--- config.mk ---
export PLATFORM = sky130hd
export DESIGN_NAME = int_ctrl
export DESIGN_NICKNAME = d
export VERILOG_FILES = /design/src/rtl/int_ctrl.sv
export SDC_FILE = /design/constraint.sdc
export NUM_CORES = 1
export LEC_CHECK = 0
export CAP_MARGIN = 0
export CORE_MARGIN = 5
export CORE_UTILIZATION = 41
export CTS_CLUSTER_SIZE = 16
export DETAILED_ROUTE_END_ITERATION = 7
export GPL_TIMING_DRIVEN = 0
export PLACE_DENSITY_LB_ADDON = 0.1
export SLEW_MARGIN = 20
export SYNTH_ARGS = -nofsm -noshare
export SYNTH_HDL_FRONTEND = slang
export SYNTH_SLANG_ARGS = --single-unit
--- constraint.sdc ---
create_clock -name clk -period 4 [get_ports clk]
set_input_delay 0.8 -clock clk [delete_from_list [all_inputs] [get_ports clk]]
set_output_delay 0.8 -clock clk [all_outputs]
set_load 0.02 [all_outputs]
--- src/rtl/int_ctrl.sv ---
// int_ctrl: six-source interrupt controller feeding CP0 HWInt[7:2], with a claim/complete handshake.
// Optional feature macro INTC_SYNC_EN adds a 2-flop synchroniser ahead of the sampling stage.
module int_ctrl #(
  parameter int         NSRC     = 6,
  parameter logic [5:0] MASK_RST = 6'h3F
) (
  input  logic            clk,
  input  logic            reset,
  input  logic [NSRC-1:0] irq_in,
  input  logic            sel,
  input  logic [1:0]      addr,
  input  logic            we,
  input  logic            re,
  input  logic [31:0]     wdata,
  output logic [31:0]     rdata,
  output logic [NSRC-1:0] hw_int,
  output logic            busy
);

  typedef enum logic [0:0] {
    ST_IDLE    = 1'b0,
    ST_SERVICE = 1'b1
  } state_t;

  state_t          state_q;
  logic [NSRC-1:0] irq_src_s;
  logic [NSRC-1:0] s_irq_q, p_irq_q;
  logic [NSRC-1:0] pend_q, pend_d;
  logic [NSRC-1:0] mask_q, mode_q;
  logic [2:0]      k_q;
  logic            busy_q;
  logic [NSRC-1:0] allow_s, hw_s, rise_s, clr_s, w1c_s, claim_clr_s;
  logic [2:0]      id_s;
  logic            claim_s, complete_s;
  logic            unused_s;

  function automatic logic [2:0] first_id(input logic [5:0] v);
    if (v[0])      first_id = 3'd1;
    else if (v[1]) first_id = 3'd2;
    else if (v[2]) first_id = 3'd3;
    else if (v[3]) first_id = 3'd4;
    else if (v[4]) first_id = 3'd5;
    else if (v[5]) first_id = 3'd6;
    else           first_id = 3'd0;
  endfunction

`ifdef INTC_SYNC_EN
  logic [NSRC-1:0] sync1_q, sync2_q;

  // Two-flop metastability synchroniser for asynchronous device lines.
  always_ff @(posedge clk) begin
    if (reset) begin
      sync1_q <= 6'd0;
      sync2_q <= 6'd0;
    end else begin
      sync1_q <= irq_in;
      sync2_q <= sync1_q;
    end
  end

  assign irq_src_s = sync2_q;
`else
  assign irq_src_s = irq_in;
`endif

  assign unused_s = ^wdata[31:6];

  // Priority gate: while servicing k only strictly higher-priority sources get through.
  always_comb begin
    if (state_q == ST_SERVICE) allow_s = (6'd1 << k_q) - 6'd1;
    else                       allow_s = 6'h3F;
  end

  assign rise_s      = s_irq_q & ~p_irq_q;
  assign hw_s        = pend_q & mask_q & allow_s;
  assign id_s        = first_id(hw_s);
  assign claim_s     = re & sel & (addr == 2'd3) & (id_s != 3'd0) & (state_q == ST_IDLE);
  assign complete_s  = we & sel & (addr == 2'd3) & (wdata[2:0] == (k_q + 3'd1))
                       & (state_q == ST_SERVICE);
  assign w1c_s       = (we && sel && (addr == 2'd0)) ? wdata[5:0] : 6'd0;
  assign claim_clr_s = claim_s ? (6'd1 << (id_s - 3'd1)) : 6'd0;
  assign clr_s       = w1c_s | claim_clr_s;

  // Edge bits: rise sets (and beats any clear); level bits simply track the sampled line.
  assign pend_d = (mode_q & (rise_s | (pend_q & ~clr_s))) | (~mode_q & s_irq_q);

  // Sampling, register file and claim/complete state machine.
  always_ff @(posedge clk) begin
    if (reset) begin
      s_irq_q <= 6'd0;
      p_irq_q <= 6'd0;
      pend_q  <= 6'd0;
      mask_q  <= MASK_RST;
      mode_q  <= 6'd0;
      state_q <= ST_IDLE;
      k_q     <= 3'd0;
      busy_q  <= 1'b0;
    end else begin
      s_irq_q <= irq_src_s;
      p_irq_q <= s_irq_q;
      pend_q  <= pend_d;
      if (we && sel && (addr == 2'd1)) mask_q <= wdata[5:0];
      if (we && sel && (addr == 2'd2)) mode_q <= wdata[5:0];
      case (state_q)
        ST_IDLE: begin
          if (claim_s) begin
            state_q <= ST_SERVICE;
            k_q     <= id_s - 3'd1;
            busy_q  <= 1'b1;
          end
        end
        ST_SERVICE: begin
          if (complete_s) begin
            state_q <= ST_IDLE;
            busy_q  <= 1'b0;
          end
        end
        default: begin
          state_q <= ST_IDLE;
          busy_q  <= 1'b0;
        end
      endcase
    end
  end

  // Read mux; unused upper bits are forced to zero.
  always_comb begin
    rdata = 32'd0;
    case (addr)
      2'd0:    rdata = {26'd0, pend_q};
      2'd1:    rdata = {26'd0, mask_q};
      2'd2:    rdata = {26'd0, mode_q};
      2'd3:    rdata = {29'd0, id_s};
      default: rdata = 32'd0;
    endcase
  end

  assign hw_int = hw_s;
  assign busy   = busy_q;

endmodule

==> key figures <==
Drt
  – Vias/cell: 4.74
  – Routed len/inst: 13.3 um
  – Final ANT Viol Nets: 0
  – TritonRoute pass-1 iters: 4
  – Final Routed Wirelength: 4.88 mm
  – 1st-iter DRT viols: 86
  – Remaining DRCs: 0
  – Vias: ~1700

Layout
  – Final instance area: roughly 0.0026 sq mm
  – Area Overhead vs Synth: 28.2%
  – Final nets: 356
  – Layout cell share with drive strength beyond 1: 16.3%
  – Final Non-Filler Cells: 367
  – ANT cells: 0

Yosys
  – Count leader, synth: dfxtp_1
  – Synth Area in Compound Gates: 17.4%
  – Cells after Synth: around 240
  – Synth Area in Simple Gates: between 20% and 30%
  – Ys Warns: 0
  – #FFs+latches synth: 35
  – Synthesized area: between 0.002 and 0.0025 sq mm
  – Post-synthesis mux area share: 6.70%
  – Top-area cell type share of the netlist area: between 30% and 40%
  – Largest family of logic cells by synthesized area: simple AND/OR/NAND/NOR gates
  – Post-Synth Adder-Cell Area: under 10%
  – Post-synthesis cell type count: 43
  – Largest cells by area after synthesis: dfxtp_1 (34%), buf_4 (10%), ha_1 (6.7%)
  – Mapped Avg Cell Area: 8.63 sq um
  – Post-Synth XOR/XNOR Area: under 10%
  – Post-synth ARST share: 0%
  – Sequential share of the synthesized area: 34.1%
  – Commonest cells in the netlist: dfxtp_1 (35), nand2_1 (32), buf_4 (28)
  – Number of synthesized flops with an enable pin: 0
  – Area leader, netlist: dfxtp_1
  – Synth Flop Type: dfxtp_1

GRT
  – Initial antenna violation count: 0
  – GRT overflow: 0
  – Total GRT Usage: 15.3%
  – Largest net degree at the start of global routing: 11
  – Vias in the first global route: 1573
  – Global-route wire length before repair: 7.54 mm

Status
  – Status: completed

Timing
  – Slew margin rel.: about 45%
  – Hold Vio Cnt, Final: 0
  – Fmax: 264 MHz
  – Final min period: between 3 and 4 ns
  – Post-route clock period utilization: 94.9%
  – Fin Hold WS: 0.462 ns
  – Slew Viols, Final: 0
  – Fin Clk Skew: between 0.007 and 0.008 ns
  – # setup viols final: 0
  – RSZ-0062 raised after global routing: no
  – Worst-margin pin slew: 0.813 ns
  – Setup TNS: 0 ns

Placement
  – # placed instances: 360
  – Dpl hpwl: 3.89 mm
  – Placed inst area: 0.00253 sq mm
  – IO Port Bufs: 30
  – RePlAce Congestion: 0.837

Floorplan
  – Num ports: 84
  – Die W: 80.8 um
  – Die Area: 0.00652 sq mm
  – Initial Util: 42.9%
  – Die H: just over 80 um
  – Num rows: 25
  – Core Area: 0.00479 sq mm

Critical path
  – Data required, critical path: 3.20 ns
  – Crit end category: output pin
  – CP Class: flop to output pin
  – CP startpoint kind: flop
  – R2R Setup Slk: 0.30 ns
  – Worst reg2reg path depth: 14
  – Worst EP arrival: 2.99 ns
  – Critical Path Fanout Max: 5

Power
  – Switching fraction of total power: roughly 28%
  – NetSw: 0.228 mW
  – Comb pwr share: 22.6%
  – Peak VDD IR: around 0.00025 V
  – Flop pwr share: 45.7%
  – Clock share of power: 31.7%
  – Static Leak: ~1.2 nW
  – Power Total: 0.808 mW
  – Internal Power: 0.581 mW
  – Power Density: 307 mW/mm^2

CTS
  – Num CTS Buffers: 5
  – CTS root buffer: clkbuf_8
  – Post-cts resize count: 0
  – CTS Hold Bufs: 0
  – Clk pin slew, worst setup/hold paths: 0.07 ns
  – Max clock buf depth: 2
  – TritonCTS clock tree: built
  – Post-CTS setup buffer count: 0
  – Worst-skew pair later-pin latency: 0.29 ns
  – H-tree depth: 2
  – # clock sinks: 35

Min path
  – Hold WC Path Type: flop to flop
  – Hold-critical path depth: 1

Flow run
  – Max_cap viols: 0
==> layout make-up <==
| class | count | area [sq um] |
|---|---|---|
| clock buffer | 6 | 82.6 |
| buffer | 34 | 233 |
| tap | 67 | 83.8 |
| sequential | 35 | 702 |
| inverter | 7 | 26.3 |
| timing repair buffer | 30 | 303 |
| clock inverter | 1 | 5.00 |
| fill | 470 | 2150 |
| multi-input combinational | 187 | 1200 |
==> logic make-up after synthesis <==
kind of cell	after synthesis
compound gates	48
xor+xnor	5
fa+ha+maj	11
buf+inv	41
flops	35
mux	13
other cells	1
simple gates	84
==> power by group through the flow <==
stage | clock network, mW | logic (mW) | registers [mW]
finish | 0.257 | 0.183 | 0.369
global route | 0.279 | 0.198 | 0.370
CTS | 0.260 | 0.181 | 0.369
detailed placement | 0 | 0.180 | 0.377
global placement | 0 | 0.180 | 0.377
floorplan | 0 | 0.123 | 0.375
==> metrics by stage <==
stage | util [%] | worst slack (ns)
3_3_place_gp | 52.9 | 0.197
3_5_place_dp | 52.9 | 0.190
4_1_cts | 54.7 | 0.0699
6_report | 55.0 | 0.205
2_1_floorplan | - | 0.404
5_1_grt | 55.0 | 0.0793
==> cells in the final DEF (no fill, tap or decap), types with 2 or more instances in the layout <==
cell type / instances
a21oi_1: 7
and3_1: 6
buf_4: 28
a31oi_1: 2
xor2_1: 3
clkbuf_1: 6
nand3_1: 3
o22ai_1: 2
clkbuf_8: 6
and2_1: 2
a22o_1: 6
o21ai_0: 7
ha_1: 11
nand2b_1: 3
inv_1: 6
nor2b_1: 14
nand2_1: 32
conb_1: 26
nor2_1: 13
a211o_1: 6
clkdlybuf4s50_1: 29
nor3_1: 3
dfxtp_1: 34
mux2i_1: 10
a211oi_1: 8
xnor2_1: 2
mux2_2: 2
==> worst max-delay path: stages (launching register included) <==
cell and delay, ns:
dfxtp_2 0.39, inv_1 0.08, ha_1 0.27, or3_4 0.42, o221a_1 0.25, or2_4 0.25, inv_2 0.08, o31ai_2 0.10
a221o_1 0.35, clkdlybuf4s50_1 0.54
==> state kept, by name, summed over array words and instances, names as in the netlist <==
| signal | cells |
|---|---|
| s_irq_q | 6 |
| p_irq_q | 6 |
| mode_q | 6 |
| state_q | 1 |
| k_q | 3 |
| busy | 1 |
| pend_q | 6 |
| mask_q | 6 |
==> worst paths after layout <==
path	from	to
worst min register to register	s_irq_q[4]$_SDFF_PP0_	p_irq_q[4]$_SDFF_PP0_
worst max-delay path	k_q[0]$_SDFFE_PP0P_	rdata[1]
worst max register to register	k_q[0]$_SDFFE_PP0P_	pend_q[4]$_SDFF_PP0_
worst min-delay path	s_irq_q[4]$_SDFF_PP0_	p_irq_q[4]$_SDFF_PP0_
==> per-layer routing <==
layer	share of wire (%)	vias to the layer above	global-route usage [%]
met1	45	789	19.1
met3	5.6	5	3.33
li1	-	897	-
met2	48	48	26.8
met5	0	-	0
met4	1.0	0	3.55
Power figures use the tool's default switching activity.
